$ cat config.mk
export PLATFORM = sky130hd
export DESIGN_NAME = fifo
export DESIGN_NICKNAME = d
export VERILOG_FILES = /design/src/rtl/fifo.sv
export SDC_FILE = /design/constraint.sdc
export NUM_CORES = 1
export LEC_CHECK = 0
export ABC_AREA = 1
export CAP_MARGIN = 20
export CORE_MARGIN = 2
export CORE_UTILIZATION = 40
export CTS_CLUSTER_SIZE = 25
export DETAILED_ROUTE_END_ITERATION = 10
export GPL_TIMING_DRIVEN = 0
export PLACE_DENSITY_LB_ADDON = 0.15
export SLEW_MARGIN = 40
export SYNTH_ARGS = -nofsm -noshare
export SYNTH_HDL_FRONTEND = slang
export SYNTH_SLANG_ARGS = --single-unit
export TNS_END_PERCENT = 1
$ cat constraint.sdc
create_clock -name clk -period 6 [get_ports clk]
set_input_delay 1.8 -clock clk [delete_from_list [all_inputs] [get_ports clk]]
set_output_delay 1.8 -clock clk [all_outputs]
set_load 0.1 [all_outputs]
$ cat src/rtl/fifo.sv
// Synchronous single-clock FIFO with a registered read port.
// Define FIFO_STATUS_EN to add sticky overflow/underflow flags.
module fifo #(
    parameter int WIDTH = 8,
    parameter int DEPTH = 8
) (
    input  logic             clk,
    input  logic             rst_n,
    input  logic [WIDTH-1:0] writeData,
    input  logic             writeEn,
    input  logic             readEn,
    output logic [WIDTH-1:0] readData,
    output logic             full,
    output logic             empty
`ifdef FIFO_STATUS_EN
    ,
    output logic             overflow,
    output logic             underflow
`endif
);

    localparam int AW = $clog2(DEPTH);
    localparam int CW = AW + 1;
    localparam logic [CW-1:0] CNT_FULL = CW'(DEPTH);

    logic [WIDTH-1:0] mem [DEPTH];
    logic [AW-1:0]    wr_ptr;
    logic [AW-1:0]    rd_ptr;
    logic [CW-1:0]    count;
    logic             wr_ok;
    logic             rd_ok;

    assign full  = (count == CNT_FULL);
    assign empty = (count == '0);
    assign wr_ok = writeEn && !full;
    assign rd_ok = readEn && !empty;

    // Storage is never cleared; stale words are unreachable after reset.
    always_ff @(posedge clk) begin
        if (rst_n && wr_ok) begin
            mem[wr_ptr] <= writeData;
        end
    end

    always_ff @(posedge clk) begin
        if (!rst_n) begin
            wr_ptr   <= '0;
            rd_ptr   <= '0;
            count    <= '0;
            readData <= '0;
        end else begin
            if (wr_ok) begin
                wr_ptr <= wr_ptr + 1'b1;
            end
            if (rd_ok) begin
                readData <= mem[rd_ptr];
                rd_ptr   <= rd_ptr + 1'b1;
            end
            unique case ({wr_ok, rd_ok})
                2'b10:   count <= count + 1'b1;
                2'b01:   count <= count - 1'b1;
                default: count <= count;
            endcase
        end
    end

`ifdef FIFO_STATUS_EN
    always_ff @(posedge clk) begin
        if (!rst_n) begin
            overflow  <= 1'b0;
            underflow <= 1'b0;
        end else begin
            overflow  <= overflow | (writeEn && full);
            underflow <= underflow | (readEn && empty);
        end
    end
`endif

endmodule

==> qor.yml <==
flow_run:
  maxCapViolations: 0
clock_network:
  cts_max_level: 3
  worstSkewPairLatency_ps: 350
  numClockSinks: 82
  clk_path_buf_depth: 2
  hold_buffers: 0
  cts_tree: "built"
  cts_buffers: 9
  cts.clk_slew.worst_paths_ps: 80
  cts_root_buf: "clkbuf_8"
  cts_resized: 0
  post_cts_buffers: 0
global_route:
  grtUsageTotal_pct: 17.0
  grt_pass1_vias: 2345
  grt-ovfl-total: 0
  grt_max_degree: 15
  grt_pass1_wl_mm: 12.2
  antenna_found_initial: 0
pwr:
  ir_worst_vdd_mv: 0.139
  p_leak_nw: 1.76
  internal_power_mw: 1.04
  power_density_nw_per_um2: 425
  net-switching-power_mw: 0.718
  power.share.clock_pct: 22.4
  swShare_pct: 40.9
  p_seq_share_pct: 39.2
  combPwrFrac_pct: 38.3
drt:
  wirelength_mm: 7.73
  drt-pass1-iter-count: 4
  route.detailed.drc: 0
  wl_per_cell_um: 15.0
  vias: 2467
  drt-vias-per-instance: 4.78
  ant_nets: 0
  drt-initial-drc-count: 75
synth:
  synth-xor-area-share_pct: 0.243
  ys_seq_elements: 82
  synthesis.area_um2: 3600
  synthSimpleGateAreaFrac_pct: 20.4
  synthDistinctLibCells: 22
  synth_top_family_by_area: "simple AND/OR/NAND/NOR gates"
  post_synth.cell_area_avg_um2: 9.76
  synthAdderAreaFrac_pct: 2.29
  yosysWarnings: 0
  synthCells: 369
  synth_nets: 387
  ys_seq_area_share_pct: 63.4
  synth.area.mux_share_pct: 0
  synth_compound_area_share_pct: 3.48
timing:
  min_period_ps: 3560
  rsz0062_at_grt: "no"
  finalSetupViolations: 0
  drv_slew: 0
  max_freq_mhz: 281
  relSlewSlack_pct: 44.9
  period_share_pct: 59.4
  tightest_slew_ps: 822
  finalHoldViolations: 0
  finalClockSkew_ps: 7.68
  fin_setup_tns_ps: 0
placed_design:
  place.gp.congestion: 0.793
  io_buffers: 21
  dpl.hpwl_mm: 5.22
finish:
  antenna_cells: 0
  nFillCells: 833
  seq_area_um2: 2280
  multiInputGateArea_um2: 981
  final_net_count: 421
  area.growth.synth_to_final_pct: 14.8
  drive_gt1_share_pct: 12.7
  finish.utilization_pct: 47.4
floorplan:
  die_h_um: 98.9
  dieArea_um2: 9770
  io_pins: 22
  rows: 34
  initial_core_util_pct: 41.3
  dieWidth_um: 98.9
  core_um2: 8720
hold_path:
  hold_depth: 2
  hp-start: "readData[0]$_SDFFE_PN0P_"
  worstHoldPathType: "flip-flop to flip-flop"
  hold_path_end: "readData[0]$_SDFFE_PN0P_"
setup_path:
  crit_path_end_kind: "flip-flop"
  arrival_ps: 3540
  critical_path.max_fanout: 10
  startpoint_type: "primary input"
  worstPathRequired_ps: 5980
  path_class: "primary input to flip-flop"
  r2r_start: "count[0]$_SDFFE_PN0P_"
  r2r_slack_ps: 3860
  reg2reg_depth: 12
  reg2reg_to: "count[3]$_SDFFE_PN0P_"
run_status:
  outcome: "finished clean"
==> worst max-delay path by stage <==
| stage | slack [ps] | to | depth (start not counted) | startpoint |
|---|---|---|---|---|
| after detailed placement | 2050 | mem[4][6]$_DFFE_PP_ | 4 | rst_n |
| final | 2440 | mem[6][4]$_DFFE_PP_ | 4 | rst_n |
| after global placement | 1490 | mem[0][0]$_DFFE_PP_ | 4 | rst_n |
| after CTS | 2420 | mem[4][4]$_DFFE_PP_ | 4 | rst_n |
| after global routing | 2300 | mem[6][4]$_DFFE_PP_ | 4 | rst_n |
| after floorplan | 2860 | mem[0][0]$_DFFE_PP_ | 3 | rst_n |
==> per-layer routing <==
metal	up-vias	GRT usage [%]	wire length, um
met5	-	0	0
met4	0	6.64	118
met3	13	4.61	379
met2	58	28.6	3780
met1	1135	20.8	3450
li1	1261	-	-
==> layout make-up <==
class	instances	share of cell area, %
Clock inverter	6	1.60
Clock buffer	10	3.09
Tap cell	108	3.27
Timing Repair Buffer	23	4.24
Sequential cell	82	55.2
Multi-Input combinational cell	206	23.7
Buffer	13	2.57
Inverter	68	6.30
==> power by group through the flow <==
| stage | logic (mW) | registers (mW) | clock network, mW |
|---|---|---|---|
| 6_report | 0.673 | 0.689 | 0.394 |
| 5_1_grt | 0.740 | 0.695 | 0.424 |
| 4_1_cts | 0.676 | 0.689 | 0.404 |
| 3_5_place_dp | 0.674 | 0.702 | 0 |
| 3_3_place_gp | 0.684 | 0.701 | 0 |
| 2_1_floorplan | 0.398 | 0.823 | 0 |
==> synth_stat cells (all sizes together) <==
cell    instances  area [um2]
dfxtp          18         360
o21ai           9        45.0
nor2            8        32.5
xnor2           1        8.76
a21oi          16        80.1
nand2         106         400
ha              5        62.6
clkbuf          1        3.75
buf            12         103
nand3          53         265
edfxtp         64        1920
or2             1        6.26
clkinv          2        7.51
nor3            6        30.0
inv            66         253
fa              1        20.0
==> layout by cell type (no fill, tap or decap), drive strengths merged <==
cell,netlist,routed
clkbuf,1,11
ha,5,5
edfxtp,64,64
o21ai,9,9
clkinvlp,0,2
nor3,6,6
clkdlybuf4s50,0,11
inv,66,67
or2,1,1
buf,12,24
a21oi,16,16
nand2,106,106
nor2,8,8
xnor2,1,1
nand3,53,53
bufinv,0,1
fa,1,1
dfxtp,18,18
clkinv,2,4
==> critical path, cell delays in order <==
cell	delay (ps)
clkdlybuf4s50_1	490
clkbuf_1	350
nand2_1	230
nor3_2	670
==> sequential cells by signal, summed over array words and instances (netlist names) <==
name and cells:
mem 64, readData 8, count 4, rd_ptr 3
wr_ptr 3
==> cells by family after synthesis <==
logic type      count (synthesis)
xor+xnor                        1
flops                          82
simple gates                  174
compound gates                 25
buf+inv                        81
fa+ha+maj                       6
==> per-stage QoR <==
step	total power, mW	instance area, um2	setup WS, ps	std cells	hold WS (ps)
after floorplan	1.22	3600	2860	369	463
final	1.76	4130	2440	516	461
after global placement	1.39	3950	1490	498	450
after global routing	1.86	4130	2300	516	484
after CTS	1.77	4130	2420	516	465
after detailed placement	1.38	3940	2050	500	452
Power figures use the tool's default switching activity.
==> edit 1, RTL diff (config.mk and constraints unchanged) <==
`WIDTH`: 8 -> 7.
--- a/src/rtl/fifo.sv
+++ b/src/rtl/fifo.sv
@@ -1,7 +1,7 @@
 // Synchronous single-clock FIFO with a registered read port.
 // Define FIFO_STATUS_EN to add sticky overflow/underflow flags.
 module fifo #(
-    parameter int WIDTH = 8,
+    parameter int WIDTH = 7,
     parameter int DEPTH = 8
 ) (
     input  logic             clk,
Ports: changed (resized readData and writeData); port bits go from 22 to 20. No check against the original RTL was run, so the function may have changed too.
==> edit 1 against the original RTL <==
Synthesized area fell by 10%; maximum frequency up 2.0%; sequential cell count decreased by 9; wire length shrank 16%; register-to-register slack better by 0.10 ns; setup slack gained 0.071 ns; power down 12%; design area fell by 11%.
==> edit 1: results (changes against the original RTL) <==
- Result of the run: finished, final reports clean (unchanged).
- The data arrival time of the critical path is 3.47 ns (was 3.54 ns).
- The global-route total usage across every layer was 16.4% (was 17.0%).
- The wire length of the first global-routing pass is 10,700 um (was 12,200 um).
- The buffer cell driving the clock tree root is sky130_fd_sc_hd__clkbuf_8 (unchanged).
- The number of global-route vias before repair is 2,097 (was 2,345).
- The detailed router's first-iteration violation count is 140 (was 75).
- The number of buffers inserted during clock tree synthesis is 9 (unchanged).
- The post-placement worst setup slack came to 2.13 ns (was 2.05 ns).
- The largest net degree at the start of global routing is 12 (was 15).
- The cell depth of the worst flop-to-flop path is 12 (unchanged).
- The layout net count is 380 (was 421).
- The cell count after placement came to 454 (was 500).
- The number of buffers added on ports was 19 (was 21).
- The met1 track demand over resource came to 23.2% (was 20.8%).
- The count of flip-flops with a built-in enable after synthesis is 56 (was 64).
- The via count normalized by instance count came to 4.75 (was 4.78).
- The worst-case vdd ir drop is 0.119 mV (was 0.139 mV).
- The net count of the mapped netlist is 350 (was 387).
- The initial antenna violation count is 0 (unchanged).
- The largest clock skew in the final design is 0.00728 ns (was 0.00768 ns).
- The cell area after placement is 0.00352 mm2 (was 0.00394 mm2).
- The number of instances in the synthesized netlist is 333 (was 369).
- Top Registers: mem x56, readData x7, count x4 (was mem x64, readData x8, count x4).
- The normalized max-slew margin was 52.3% (was 44.9%).
- Leading cell types by count after synthesis: 89 x sky130_fd_sc_hd__nand2_1, 59 x sky130_fd_sc_hd__inv_1, 56 x sky130_fd_sc_hd__edfxtp_1 (was 105 x sky130_fd_sc_hd__nand2_1, 64 x sky130_fd_sc_hd__edfxtp_1, 63 x sky130_fd_sc_hd__inv_1).
- The global-route met2 utilization was 24.1% (was 28.6%).
- The share of the yosys chip area belonging to registers is 62.7% (was 63.4%).
- The final weighted congestion in routability-driven placement was 0.759 (was 0.793).
- The detailed-router iteration count before antenna repair is 4 (unchanged).
- The count of antenna diodes in the layout is 0 (unchanged).
- The number of distinct standard cells referenced by the synthesized netlist is 24 (was 22).
- Synth top area cells: sky130_fd_sc_hd__edfxtp_1 52%, sky130_fd_sc_hd__dfxtp_1 11%, sky130_fd_sc_hd__nand2_1 10% (was sky130_fd_sc_hd__edfxtp_1 53%, sky130_fd_sc_hd__nand2_1 11%, sky130_fd_sc_hd__dfxtp_1 10%).
- The global-route met3 utilization is 3.45% (was 4.61%).
- The fraction of final layout cells sized beyond drive strength 1 is 12.0% (was 12.7%).
- The wire length per cell after detailed routing is 13.8 um (was 15.0 um).
- The final wirelength is 6470 um (was 7730 um).
- The post-DP HPWL is 4620 um (was 5220 um).
- The leakage power figure is 1.56 nW (was 1.76 nW).
==> edit 1: cells by family (layout without fill, tap and decap cells) <==
kind of cell,Yosys count,in the layout,share of synthesized area [%]
xor+xnor,1,1,0.272
compound gates,24,24,3.72
simple gates,156,156,21.0
flops,73,73,62.7
buf+inv,73,108,9.77
fa+ha+maj,6,6,2.56
==> edit 1: cell type report <==
class                   count  area (um2)
clock inverters             4        20.0
well taps                 102         128
plain buffers              11        82.6
clock buffers              12         135
repair buffers             19         145
inverters                  62         233
fillers                   755        4090
flip-flops and latches     73        2020
multi-input cells         187         908
==> edit 1: worst paths after layout <==
kind                                  start  slack, ns     endpoint
worst min-delay path            readData[5]       0.46  readData[5]
worst min register to register  readData[5]       0.46  readData[5]
worst max register to register     count[0]       3.96     count[3]
worst max-delay path                  rst_n       2.51    mem[1][5]
==> edit 1: power by group <==
part / switching [mW] / total (mW) / internal (mW)
Sequential: 0.0330 / 0.623 / 0.590
Clock: 0.173 / 0.321 / 0.147
Combinational: 0.431 / 0.596 / 0.165
==> edit 1: metal layers <==
layer,part of all wire [%],routed length (um)
met1,49,3190
met2,44,2850
met3,4.7,304
met4,1.9,125
met5,0,0
==> edit 1: critical path, cell delays in order <==
cell                              delay [ns]
sky130_fd_sc_hd__clkdlybuf4s50_1        0.48
sky130_fd_sc_hd__clkbuf_1               0.37
sky130_fd_sc_hd__nand3_1                0.22
sky130_fd_sc_hd__nor2_1                 0.59
==> edit 2, RTL diff (same flow settings) <==
Made on the original files. Add a define of `FIFO_STATUS_EN`.
--- a/src/rtl/fifo.sv
+++ b/src/rtl/fifo.sv
@@ -1,5 +1,7 @@
 // Synchronous single-clock FIFO with a registered read port.
 // Define FIFO_STATUS_EN to add sticky overflow/underflow flags.
+`define FIFO_STATUS_EN
+
 module fifo #(
     parameter int WIDTH = 8,
     parameter int DEPTH = 8
Formal check against the unedited RTL (old outputs only; new: overflow and underflow): equivalent (Yosys induction, for registers that start in step).
==> edit 2 against the original RTL <==
Design area grew 2.0%; setup slack gained 0.17 ns; synthesized area grew 2.7%; combinational power grew 5.1%; non-clock buffer count grew 1; sequential cell count grew 2; power grew 3.3%; via count grew 2.4%; wire length grew 4.6%; largest cell class unchanged; highest routed layer unchanged.
==> edit 2: results (changes against the original RTL) <==
- The reg-to-reg endpoint is count[2] (was count[3]).
- The via count normalized by instance count is 4.78 (about the same).
- The largest clock skew in the final design is 0.00872 ns (was 0.00768 ns).
- The cell area after placement is 0.00402 mm2 (was 0.00394 mm2).
- The number of instances in the synthesized netlist came to 379 (was 369).
- The endpoint with the worst hold slack is underflow (was readData[0]).
- The number of global-route vias before repair is 2,326 (was 2,345).
- The cell count after placement was 513 (was 500).
- The post-placement worst setup slack was 2.08 ns (was 2.05 ns).
- The fraction of final layout cells sized beyond drive strength 1 is 13.4% (was 12.7%).
- The post-DP HPWL was 5220 um (about the same).
- Leading cell types by count after synthesis: 100 x sky130_fd_sc_hd__nand2_1, 66 x sky130_fd_sc_hd__inv_1, 64 x sky130_fd_sc_hd__edfxtp_1 (was 105 x sky130_fd_sc_hd__nand2_1, 64 x sky130_fd_sc_hd__edfxtp_1, 63 x sky130_fd_sc_hd__inv_1).
- The wire length of the first global-routing pass is 12,600 um (was 12,200 um).
- The worst hold path startpoint is underflow (was readData[0]).
- The normalized max-slew margin was 58.7% (was 44.9%).
- The total number of yosys warnings is 0 (unchanged).
- The cell with the biggest individual delay on the critical path is sky130_fd_sc_hd__clkdlybuf4s50_1 (was sky130_fd_sc_hd__nor3_2).
- The setup slack of the most critical reg-to-reg path is 3.98 ns (was 3.86 ns).
- The global-route total usage across every layer is 17.3% (was 17.0%).
- The detailed router's first-iteration violation count came to 207 (was 75).
- The worst reg2reg path startpoint is count[3] (was count[0]).
- The share of the yosys chip area belonging to registers is 62.8% (was 63.4%).
- The net count of the mapped netlist is 396 (was 387).
- The worst-case vdd ir drop came to 0.198 mV (was 0.139 mV).
- The number of distinct standard cells referenced by the synthesized netlist is 26 (was 22).
- The gate family responsible for the most delay along the worst path was buffers and inverters (was simple AND/OR/NAND/NOR gates).
- The met1 track demand over resource is 23.2% (was 20.8%).
- The number of buffers added on ports came to 23 (was 21).
- The largest buffer count on any clock path is 2 (unchanged).
- The number of fillers in the final layout is 909 (was 833).
- Result of the run: finished, final reports clean (unchanged).
- The leakage power figure came to 1.81 nW (was 1.76 nW).
- Synth top area cells: sky130_fd_sc_hd__edfxtp_1 52%, sky130_fd_sc_hd__dfxtp_1 11%, sky130_fd_sc_hd__nand2_1 10% (was sky130_fd_sc_hd__edfxtp_1 53%, sky130_fd_sc_hd__nand2_1 11%, sky130_fd_sc_hd__dfxtp_1 10%).
- The number of buffers inserted to repair setup after CTS is 0 (unchanged).
- The cell depth of the worst flop-to-flop path came to 13 (was 12).
- The total vias in the final route came to 2,526 (was 2,467).
- The biggest cell delay along the critical path was 0.49 ns (was 0.67 ns).
- The global-route met3 utilization is 3.20% (was 4.61%).
- The layout net count is 430 (was 421).
- The data arrival time of the critical path was 3.65 ns (was 3.54 ns).
- The final wirelength came to 8080 um (was 7730 um).
-- edit 2: final cells by class --
type                       instances  area (um2)  area share (%)
sequential                        84        2320            55.1
multi-input combinational        211        1010            23.9
inverter                          70         268            6.35
timing repair buffer              23         170            4.04
tap                              111         139            3.29
clock buffer                       9         124            2.94
buffer                            14         116            2.76
clock inverter                     7        67.6            1.60
-- edit 2: how the worst max path moves through the flow --
stage	from	to	slack [ns]	depth (start not counted)
4_1_cts	rst_n	mem[4][1]	2.46	4
5_1_grt	readEn	count[2]	2.38	12
2_1_floorplan	readEn	count[2]	2.97	11
3_3_place_gp	rst_n	mem[3][3]	2.07	4
6_report	readEn	count[2]	2.60	12
3_5_place_dp	rst_n	mem[4][3]	2.08	4
-- edit 2: where the power goes --
part | switching (mW) | internal [mW] | total [mW]
Clock | 0.206 | 0.190 | 0.397
Sequential | 0.0316 | 0.679 | 0.711
Combinational | 0.516 | 0.191 | 0.707
Total | 0.754 | 1.06 | 1.81
-- edit 2: logic make-up after synthesis --
family | after synthesis | share of synthesized area, %
and+or+nand+nor | 178 | 20.9
buffers and inverters | 84 | 10.4
DFF | 84 | 62.8
AOI/OAI and AO/OA | 25 | 3.49
adders and majority gates | 5 | 1.69
xor gates and xnor gates | 3 | 0.711
-- edit 2: layer usage --
| metal | wire (um) | vias up |
|---|---|---|
| li1 | - | 1292 |
| met1 | 3680 | 1156 |
| met2 | 3830 | 65 |
| met3 | 425 | 13 |
| met4 | 143 | 0 |
| met5 | 0 | - |
-- edit 2: tightest hold or removal path, stage by stage (launching register included) --
cell and delay [ns]:
sky130_fd_sc_hd__dfxtp_1 0.31, sky130_fd_sc_hd__inv_1 0.04, sky130_fd_sc_hd__a21oi_1 0.05
-- edit 2: metrics by stage --
| stage | util (%) | hold WS (ns) |
|---|---|---|
| finish | 46.3 | 0.448 |
| global route | 46.3 | 0.468 |
| CTS | 46.2 | 0.452 |
| detailed placement | 44.1 | 0.438 |
| global placement | 44.6 | 0.436 |
| floorplan | - | 0.486 |
